--- config.mk ---
export PLATFORM = sky130hd
export DESIGN_NAME = cpu_control_flat
export DESIGN_NICKNAME = d
export VERILOG_FILES = /design/src/rtl/cpu_pkg.sv /design/src/rtl/cpu_control_if.sv /design/src/rtl/cpu_control_instr_dec.sv /design/src/rtl/cpu_control.sv /design/src/flat_wrapper.sv
export SDC_FILE = /design/constraint.sdc
export NUM_CORES = 1
export LEC_CHECK = 0
export CORE_ASPECT_RATIO = 0.75
export CORE_UTILIZATION = 37
export DETAILED_ROUTE_END_ITERATION = 7
export PLACE_DENSITY = 0.87
export SYNTH_ARGS = -nofsm -noshare
export SYNTH_HDL_FRONTEND = slang
export SYNTH_SLANG_ARGS = --single-unit
--- constraint.sdc ---
create_clock -name clk -period 2.3 [get_ports clk]
set_input_delay 0.46 -clock clk [delete_from_list [all_inputs] [get_ports clk]]
set_output_delay 0.46 -clock clk [all_outputs]
set_load 0.01 [all_outputs]
--- src/rtl/cpu_pkg.sv ---
// Shared types and constants for the CPU control unit: state encoding, memory
// commands, opcode/op codes, write-back selects and the control output bundle.
package cpu_pkg;

    typedef enum logic [4:0] {
        S_RST       = 5'd0,
        S_IF1       = 5'd1,
        S_IF2       = 5'd2,
        S_UPDATE_PC = 5'd3,
        S_DECODE    = 5'd4,
        S_WRITE_IMM = 5'd5,
        S_GET_A     = 5'd6,
        S_GET_B     = 5'd7,
        S_EXEC      = 5'd8,
        S_WRITE_REG = 5'd9,
        S_MEM_ADDR  = 5'd10,
        S_LOAD_ADDR = 5'd11,
        S_LDR_RD    = 5'd12,
        S_LDR_WB    = 5'd13,
        S_STR_GETB  = 5'd14,
        S_STR_PASS  = 5'd15,
        S_STR_WR    = 5'd16,
        S_HALT      = 5'd17
    } state_t;

    localparam logic [1:0] MNONE  = 2'b00;
    localparam logic [1:0] MREAD  = 2'b01;
    localparam logic [1:0] MWRITE = 2'b10;

    localparam logic [2:0] OPC_MOV  = 3'b110;
    localparam logic [2:0] OPC_ALU  = 3'b101;
    localparam logic [2:0] OPC_LDR  = 3'b011;
    localparam logic [2:0] OPC_STR  = 3'b100;
    localparam logic [2:0] OPC_HALT = 3'b111;

    localparam logic [1:0] OP_MOVI = 2'b10;
    localparam logic [1:0] OP_MOVR = 2'b00;
    localparam logic [1:0] OP_MEM  = 2'b00;
    localparam logic [1:0] OP_CMP  = 2'b01;

    localparam logic [1:0] ALU_ADD = 2'b00;

    localparam logic [1:0] VSEL_DP    = 2'b00;
    localparam logic [1:0] VSEL_PC    = 2'b01;
    localparam logic [1:0] VSEL_IMM   = 2'b10;
    localparam logic [1:0] VSEL_MDATA = 2'b11;

    typedef struct packed {
        logic [2:0] opcode;
        logic [1:0] op;
        logic [2:0] rn;
        logic [2:0] rd;
        logic [1:0] shift;
        logic [2:0] rm;
    } fields_t;

    typedef struct packed {
        logic       load_ir;
        logic       load_pc;
        logic       reset_pc;
        logic       addr_sel;
        logic       load_addr;
        logic [1:0] mem_cmd;
        logic [1:0] vsel;
        logic [2:0] readnum;
        logic [2:0] writenum;
        logic       write;
        logic       loada;
        logic       loadb;
        logic       loadc;
        logic       loads;
        logic       asel;
        logic       bsel;
        logic [1:0] shift;
        logic [1:0] alu_op;
        logic       halted;
    } ctrl_t;

    function automatic logic [15:0] sext5(input logic [4:0] v);
        return {{11{v[4]}}, v};
    endfunction

    function automatic logic [15:0] sext8(input logic [7:0] v);
        return {{8{v[7]}}, v};
    endfunction

endpackage

--- src/rtl/cpu_control_if.sv ---
// Control bus between the CPU control FSM (master) and the datapath/memory
// side (slave): instruction in, strobes and immediates out.
interface cpu_control_if;
    logic [15:0] instr;
    logic        load_ir;
    logic        load_pc;
    logic        reset_pc;
    logic        addr_sel;
    logic        load_addr;
    logic [1:0]  mem_cmd;
    logic [1:0]  vsel;
    logic [2:0]  readnum;
    logic [2:0]  writenum;
    logic        write;
    logic        loada;
    logic        loadb;
    logic        loadc;
    logic        loads;
    logic        asel;
    logic        bsel;
    logic [1:0]  shift;
    logic [1:0]  ALUop;
    logic [15:0] sximm5;
    logic [15:0] sximm8;
    logic        halted;

    modport master (
        input  instr,
        output load_ir, load_pc, reset_pc, addr_sel, load_addr, mem_cmd, vsel,
               readnum, writenum, write, loada, loadb, loadc, loads, asel,
               bsel, shift, ALUop, sximm5, sximm8, halted
    );

    modport slave (
        output instr,
        input  load_ir, load_pc, reset_pc, addr_sel, load_addr, mem_cmd, vsel,
               readnum, writenum, write, loada, loadb, loadc, loads, asel,
               bsel, shift, ALUop, sximm5, sximm8, halted
    );
endinterface

--- src/rtl/cpu_control_instr_dec.sv ---
// Combinational instruction decoder: splits the instruction register into its
// fields and produces the sign-extended 5- and 8-bit immediates.
module instr_dec
    import cpu_pkg::*;
(
    input  logic [15:0] instr,
    output fields_t     fields,
    output logic [15:0] sximm5,
    output logic [15:0] sximm8
);

    // Field extraction and sign extension straight from the instruction bits.
    always_comb begin
        fields.opcode = instr[15:13];
        fields.op     = instr[12:11];
        fields.rn     = instr[10:8];
        fields.rd     = instr[7:5];
        fields.shift  = instr[4:3];
        fields.rm     = instr[2:0];
        sximm5        = sext5(instr[4:0]);
        sximm8        = sext8(instr[7:0]);
    end

endmodule

--- src/rtl/cpu_control.sv ---
// Multi-cycle CPU control FSM: fetch, decode and execute sequencing with all
// control strobes registered alongside the state.
module cpu_control
    import cpu_pkg::*;
(
    input  logic          clk,
    input  logic          reset,
    cpu_control_if.master bus
);

    fields_t     fld_s;
    logic [15:0] sximm5_s;
    logic [15:0] sximm8_s;
    state_t      state_r;
    state_t      nxt_s;
    ctrl_t       ctrl_r;

    instr_dec u_dec (
        .instr  (bus.instr),
        .fields (fld_s),
        .sximm5 (sximm5_s),
        .sximm8 (sximm8_s)
    );

    // Outputs are computed for the state being entered, so the registered copy
    // always matches the current state; instr is stable from UPDATE_PC onward.
    function automatic ctrl_t ctrl_for(input state_t s, input fields_t f);
        ctrl_t c;
        c = '0;
        case (s)
            S_RST:       begin c.reset_pc = 1'b1; c.load_pc = 1'b1; end
            S_IF1:       begin c.addr_sel = 1'b1; c.mem_cmd = MREAD; end
            S_IF2:       begin c.addr_sel = 1'b1; c.mem_cmd = MREAD; c.load_ir = 1'b1; end
            S_UPDATE_PC: c.load_pc = 1'b1;
            S_DECODE:    c = '0;
            S_WRITE_IMM: begin c.vsel = VSEL_IMM; c.writenum = f.rn; c.write = 1'b1; end
            S_GET_A:     begin c.readnum = f.rn; c.loada = 1'b1; end
            S_GET_B:     begin c.readnum = f.rm; c.loadb = 1'b1; end
            S_EXEC: begin
                c.shift = f.shift;
                c.loadc = 1'b1;
                if (f.opcode == OPC_MOV) begin
                    c.asel   = 1'b1;
                    c.alu_op = ALU_ADD;
                end else begin
                    c.asel   = 1'b0;
                    c.alu_op = f.op;
                end
                c.loads = (f.opcode == OPC_ALU) && (f.op == OP_CMP);
            end
            S_WRITE_REG: begin c.vsel = VSEL_DP; c.writenum = f.rd; c.write = 1'b1; end
            S_MEM_ADDR:  begin c.bsel = 1'b1; c.alu_op = ALU_ADD; c.loadc = 1'b1; end
            S_LOAD_ADDR: c.load_addr = 1'b1;
            S_LDR_RD:    c.mem_cmd = MREAD;
            S_LDR_WB: begin
                c.mem_cmd  = MREAD;
                c.vsel     = VSEL_MDATA;
                c.writenum = f.rd;
                c.write    = 1'b1;
            end
            S_STR_GETB:  begin c.readnum = f.rd; c.loadb = 1'b1; end
            S_STR_PASS:  begin c.asel = 1'b1; c.alu_op = ALU_ADD; c.loadc = 1'b1; end
            S_STR_WR:    c.mem_cmd = MWRITE;
            S_HALT:      c.halted = 1'b1;
            default:     c = '0;
        endcase
        return c;
    endfunction

    // Next-state selection; DECODE dispatches on {opcode, op}.
    always_comb begin
        nxt_s = state_r;
        case (state_r)
            S_RST:       nxt_s = S_IF1;
            S_IF1:       nxt_s = S_IF2;
            S_IF2:       nxt_s = S_UPDATE_PC;
            S_UPDATE_PC: nxt_s = S_DECODE;
            S_DECODE: begin
                if ((fld_s.opcode == OPC_MOV) && (fld_s.op == OP_MOVI)) begin
                    nxt_s = S_WRITE_IMM;
                end else if ((fld_s.opcode == OPC_MOV) && (fld_s.op == OP_MOVR)) begin
                    nxt_s = S_GET_B;
                end else if (fld_s.opcode == OPC_ALU) begin
                    nxt_s = S_GET_A;
                end else if (((fld_s.opcode == OPC_LDR) || (fld_s.opcode == OPC_STR))
                             && (fld_s.op == OP_MEM)) begin
                    nxt_s = S_GET_A;
                end else if (fld_s.opcode == OPC_HALT) begin
                    nxt_s = S_HALT;
                end else begin
                    nxt_s = S_IF1;
                end
            end
            S_WRITE_IMM: nxt_s = S_IF1;
            S_GET_A: begin
                if (fld_s.opcode == OPC_ALU) begin
                    nxt_s = S_GET_B;
                end else begin
                    nxt_s = S_MEM_ADDR;
                end
            end
            S_GET_B:     nxt_s = S_EXEC;
            S_EXEC: begin
                if ((fld_s.opcode == OPC_ALU) && (fld_s.op == OP_CMP)) begin
                    nxt_s = S_IF1;
                end else begin
                    nxt_s = S_WRITE_REG;
                end
            end
            S_WRITE_REG: nxt_s = S_IF1;
            S_MEM_ADDR:  nxt_s = S_LOAD_ADDR;
            S_LOAD_ADDR: begin
                if (fld_s.opcode == OPC_LDR) begin
                    nxt_s = S_LDR_RD;
                end else begin
                    nxt_s = S_STR_GETB;
                end
            end
            S_LDR_RD:    nxt_s = S_LDR_WB;
            S_LDR_WB:    nxt_s = S_IF1;
            S_STR_GETB:  nxt_s = S_STR_PASS;
            S_STR_PASS:  nxt_s = S_STR_WR;
            S_STR_WR:    nxt_s = S_IF1;
            S_HALT:      nxt_s = S_HALT;
            default:     nxt_s = S_RST;
        endcase
    end

    // State and control outputs; reset abandons any instruction in flight.
    always_ff @(posedge clk) begin
        if (reset) begin
            state_r <= S_RST;
            ctrl_r  <= ctrl_for(S_RST, fld_s);
        end else begin
            state_r <= nxt_s;
            ctrl_r  <= ctrl_for(nxt_s, fld_s);
        end
    end

    assign bus.load_ir   = ctrl_r.load_ir;
    assign bus.load_pc   = ctrl_r.load_pc;
    assign bus.reset_pc  = ctrl_r.reset_pc;
    assign bus.addr_sel  = ctrl_r.addr_sel;
    assign bus.load_addr = ctrl_r.load_addr;
    assign bus.mem_cmd   = ctrl_r.mem_cmd;
    assign bus.vsel      = ctrl_r.vsel;
    assign bus.readnum   = ctrl_r.readnum;
    assign bus.writenum  = ctrl_r.writenum;
    assign bus.write     = ctrl_r.write;
    assign bus.loada     = ctrl_r.loada;
    assign bus.loadb     = ctrl_r.loadb;
    assign bus.loadc     = ctrl_r.loadc;
    assign bus.loads     = ctrl_r.loads;
    assign bus.asel      = ctrl_r.asel;
    assign bus.bsel      = ctrl_r.bsel;
    assign bus.shift     = ctrl_r.shift;
    assign bus.ALUop     = ctrl_r.alu_op;
    assign bus.halted    = ctrl_r.halted;
    assign bus.sximm5    = sximm5_s;
    assign bus.sximm8    = sximm8_s;

endmodule

--- src/flat_wrapper.sv ---
// flat-port wrapper written by rule: the top's interface ports become plain ports
module cpu_control_flat import cpu_pkg::*;
  (clk, reset, bus_instr, bus_load_ir, bus_load_pc, bus_reset_pc, bus_addr_sel, bus_load_addr, bus_mem_cmd, bus_vsel, bus_readnum, bus_writenum, bus_write, bus_loada, bus_loadb, bus_loadc, bus_loads, bus_asel, bus_bsel, bus_shift, bus_ALUop, bus_sximm5, bus_sximm8, bus_halted);
  cpu_control_if bus_i ();
  input  logic clk;
  input  logic reset;
  input wire logic [$bits(bus_i.instr)-1:0] bus_instr;
  output wire logic [$bits(bus_i.load_ir)-1:0] bus_load_ir;
  output wire logic [$bits(bus_i.load_pc)-1:0] bus_load_pc;
  output wire logic [$bits(bus_i.reset_pc)-1:0] bus_reset_pc;
  output wire logic [$bits(bus_i.addr_sel)-1:0] bus_addr_sel;
  output wire logic [$bits(bus_i.load_addr)-1:0] bus_load_addr;
  output wire logic [$bits(bus_i.mem_cmd)-1:0] bus_mem_cmd;
  output wire logic [$bits(bus_i.vsel)-1:0] bus_vsel;
  output wire logic [$bits(bus_i.readnum)-1:0] bus_readnum;
  output wire logic [$bits(bus_i.writenum)-1:0] bus_writenum;
  output wire logic [$bits(bus_i.write)-1:0] bus_write;
  output wire logic [$bits(bus_i.loada)-1:0] bus_loada;
  output wire logic [$bits(bus_i.loadb)-1:0] bus_loadb;
  output wire logic [$bits(bus_i.loadc)-1:0] bus_loadc;
  output wire logic [$bits(bus_i.loads)-1:0] bus_loads;
  output wire logic [$bits(bus_i.asel)-1:0] bus_asel;
  output wire logic [$bits(bus_i.bsel)-1:0] bus_bsel;
  output wire logic [$bits(bus_i.shift)-1:0] bus_shift;
  output wire logic [$bits(bus_i.ALUop)-1:0] bus_ALUop;
  output wire logic [$bits(bus_i.sximm5)-1:0] bus_sximm5;
  output wire logic [$bits(bus_i.sximm8)-1:0] bus_sximm8;
  output wire logic [$bits(bus_i.halted)-1:0] bus_halted;
  assign bus_i.instr = bus_instr;
  assign bus_load_ir = bus_i.load_ir;
  assign bus_load_pc = bus_i.load_pc;
  assign bus_reset_pc = bus_i.reset_pc;
  assign bus_addr_sel = bus_i.addr_sel;
  assign bus_load_addr = bus_i.load_addr;
  assign bus_mem_cmd = bus_i.mem_cmd;
  assign bus_vsel = bus_i.vsel;
  assign bus_readnum = bus_i.readnum;
  assign bus_writenum = bus_i.writenum;
  assign bus_write = bus_i.write;
  assign bus_loada = bus_i.loada;
  assign bus_loadb = bus_i.loadb;
  assign bus_loadc = bus_i.loadc;
  assign bus_loads = bus_i.loads;
  assign bus_asel = bus_i.asel;
  assign bus_bsel = bus_i.bsel;
  assign bus_shift = bus_i.shift;
  assign bus_ALUop = bus_i.ALUop;
  assign bus_sximm5 = bus_i.sximm5;
  assign bus_sximm8 = bus_i.sximm8;
  assign bus_halted = bus_i.halted;
  cpu_control u_core (.clk(clk), .reset(reset), .bus(bus_i));
endmodule
==> impl_metrics.env <==
export IMPL_io_pins=77
export IMPL_rsz0062_at_grt="true"
export IMPL_power_mw=1.45
export IMPL_cts_tree="done"
export IMPL_cp_required_ns=2.48
export IMPL_overflow=0
export IMPL_synth_top_area_cell="dfxtp_1"
export IMPL_route_detailed_drc=0
export IMPL_worst_pin_slew_ns=0.447
export IMPL_yosysWarnings=0
export IMPL_multi_input_area_um2=865
export IMPL_p_int_mw=1.08
export IMPL_vias_per_cell=5.09
export IMPL_grt_antenna_before_repair=0
export IMPL_p_per_area_nw_per_um2=521
export IMPL_outcome="completed"
export IMPL_antennaDiodeCount=0
export IMPL_fillers=328
export IMPL_setup_ws_ns=0.0835
export IMPL_slowest_delay_ns=0.53
export IMPL_fmax_mhz=451
export IMPL_first_pass_iters=4
export IMPL_reg2reg_depth=7
export IMPL_grt_max_degree=15
export IMPL_synth_edf_count=0
export IMPL_min_period_ns=2.22
export IMPL_grt_util_all_layers_pct=20.3
export IMPL_cts_root_buf="clkbuf_8"
export IMPL_port_buffers=76
export IMPL_hold_start="bus_instr[4]"
export IMPL_startpoint="bus_instr[15]"
export IMPL_cts_made_buffers=5
export IMPL_wl_per_cell_um=14.4
export IMPL_hold_viol_final=0
export IMPL_slew_viol_final=0
export IMPL_first_iter_violations=93
export IMPL_syn_inst=194
export IMPL_cp_slowest_cell="or4b_1"
export IMPL_critPathMaxFanout=8
export IMPL_slew_headroom_pct=69.7
export IMPL_dieHeight_um=60.5
export IMPL_areaGrowthSynthToFinish_pct=64.3
export IMPL_synth_top_cells_by_count="buf_4 (32), dfxtp_1 (32), nor2_1 (14), nand2_1 (12), a21oi_1 (10)"
export IMPL_place_hpwl_um=3470
export IMPL_power_frac_seq_pct=40.3
export IMPL_dieArea_um2=4840
export IMPL_cts_max_level=2
export IMPL_crit_arrival_ns=2.39
export IMPL_start_kind="input pin"
export IMPL_switching_share_pct=25.7
export IMPL_cp_end_kind="flip-flop"
export IMPL_start_util_pct=40.2
export IMPL_yosysSeqAreaShare_pct=37.9
export IMPL_switchingPower_mw=0.371
export IMPL_core_um2=4200
export IMPL_critical_path_class="input pin to flip-flop"
export IMPL_synth_nets=212
export IMPL_max_vdd_ir_drop_mv=0.564
export IMPL_grt_pass1_wl_um=7470
export IMPL_netlist_area_leader_share_pct=37.9
export IMPL_ctsHoldBuffers=0
export IMPL_syn_cell_area_um2=1690
export IMPL_gp_congestion=0.883
export IMPL_min_path_type="input pin to flip-flop"
export IMPL_regArea_um2=641
export IMPL_die_w_um=80.0
export IMPL_path_cells="clkdlybuf4s15_1, or4b_1, and3_1, o31a_4, nor4bb_4, and3_4, or2_2"
export IMPL_placementRows=20
export IMPL_holdPathStages=2
export IMPL_synth_cell_types=47
export IMPL_syn_area_per_cell_um2=8.71
export IMPL_hold_worst_slack_ns=0.645
export IMPL_grt_pass1_vias=1642
export IMPL_p_leak_nw=1.17
export IMPL_drt_antenna_violating_nets=0
export IMPL_dp_worst_setup_slack_ns=-0.530
export IMPL_p_clk_share_pct=36.5
export IMPL_clk_insertion_delay_late_ns=0.28
export IMPL_setup_viol=0
export IMPL_ctsLongestPathBuffers=2
export IMPL_clock_skew_ns=0.00541
export IMPL_synth_area_top_cells="dfxtp_1 (38%), buf_4 (14%), nor2_1 (3.1%), a21oi_1 (3.0%), nand2_1 (2.7%)"
export IMPL_p_comb_share_pct=23.2
export IMPL_drive_gt1_share_pct=26.4
export IMPL_numClockSinks=32
export IMPL_reg2reg_from="u_core.state_r[1]$_SDFF_PP0_"
export IMPL_clkTransAtPathRegs_ns=0.07
export IMPL_synthArstFlopShare_pct=0
export IMPL_synth_flop_cell="dfxtp_1"
export IMPL_period_share_pct=96.4
export IMPL_vias=1685
export IMPL_wl_um=4770
export IMPL_fin_nets=293
export IMPL_synth_seq_cells=32
export IMPL_drv_cap=0
export IMPL_timing_setup_tns_ns=0
==> power by group through the flow <==
stage	sequential [mW]	combinational (mW)	clock [mW]
2_1_floorplan	0.594	0.161	0
4_1_cts	0.581	0.319	0.529
3_3_place_gp	0.592	0.299	0
5_1_grt	0.584	0.361	0.558
3_5_place_dp	0.593	0.305	0
6_report	0.582	0.336	0.528
==> state kept, by name, indices dropped and copies added, names as in the netlist, 2 cells and up <==
signal / flops
u_core.bus.mem_cmd: 2
u_core.state_r: 5
u_core.bus.writenum: 3
u_core.bus.readnum: 3
u_core.bus.shift: 2
u_core.bus.ALUop: 2
u_core.bus.vsel: 2
==> logic make-up (layout without fill, tap and decap cells) <==
logic type / Yosys count / in the layout / synth area share [%]
buffers and inverters: 49 / 131 / 18.7
XOR/XNOR: 3 / 3 / 1.56
AO/OA/AOI/OAI: 43 / 43 / 18.9
flip-flops: 32 / 32 / 37.9
AND/OR/NAND/NOR: 66 / 66 / 22.4
multiplexers: 1 / 1 / 0.593
==> critical path: cells and delay by family <==
family | cells | cell delay [ns]
compound gates | 1 | 0.34
simple gates | 5 | 1.36
buf+inv | 1 | 0.23
==> cells in the final DEF (no fill, tap or decap), types with 2 or more instances in the layout <==
master,count
clkdlybuf4s15_1,2
a2111oi_2,2
a21oi_1,9
dlygate4sd2_1,3
o22ai_4,2
inv_1,6
and3_1,3
and2_1,3
nand2_1,10
nor4b_1,2
buf_4,40
clkbuf_8,5
nand3b_1,3
nand4_1,2
or2_2,3
nand2_2,2
a32o_1,3
and4bb_2,2
nor3_1,3
nor2_1,14
a21o_1,4
xor2_1,2
clkdlybuf4s50_1,70
nand3_1,5
nand2b_1,3
o21ai_0,4
a22o_1,3
dfxtp_1,32
==> stage by stage <==
step	util, %	cell area (um^2)	instances
global route	66.0	2780	331
floorplan	-	1690	194
global placement	59.7	2510	320
finish	66.0	2780	331
CTS	64.5	2710	331
detailed placement	59.7	2510	320
==> per-layer routing <==
| layer | track usage, % | part of all wire (%) |
|---|---|---|
| met5 | 0 | 0 |
| met4 | 8.16 | 1.6 |
| met3 | 4.96 | 7.3 |
| met2 | 34.1 | 47 |
| met1 | 25.6 | 44 |
==> path summary, 6_finish.rpt <==
path | slack [ns] | to
max reg2reg | 0.15 | u_core.bus.readnum[2]$_SDFF_PP0_
max | 0.08 | u_core.bus.write$_SDFF_PP0_
min reg2reg | 0.70 | u_core.bus.reset_pc$_SDFF_PP1_
min | 0.64 | u_core.bus.shift[1]$_SDFF_PP0_
==> cell type report <==
| type | count | share of cell area, % |
|---|---|---|
| inverters | 6 | 0.812 |
| multi-input cells | 113 | 31.2 |
| clock buffers | 6 | 2.61 |
| clock inverters | 2 | 1.26 |
| well taps | 55 | 2.48 |
| repair buffers | 117 | 38.6 |
| flip-flops and latches | 32 | 23.1 |
==> repair_timing <==
item / CTS / global route
setup buffers: 3 / 0
endpoints found under the setup margin: 16 / 21
pin swaps: 7 / 7
gates resized for setup: 23 / 13
Note: power is estimated with default switching activity, not from simulation.
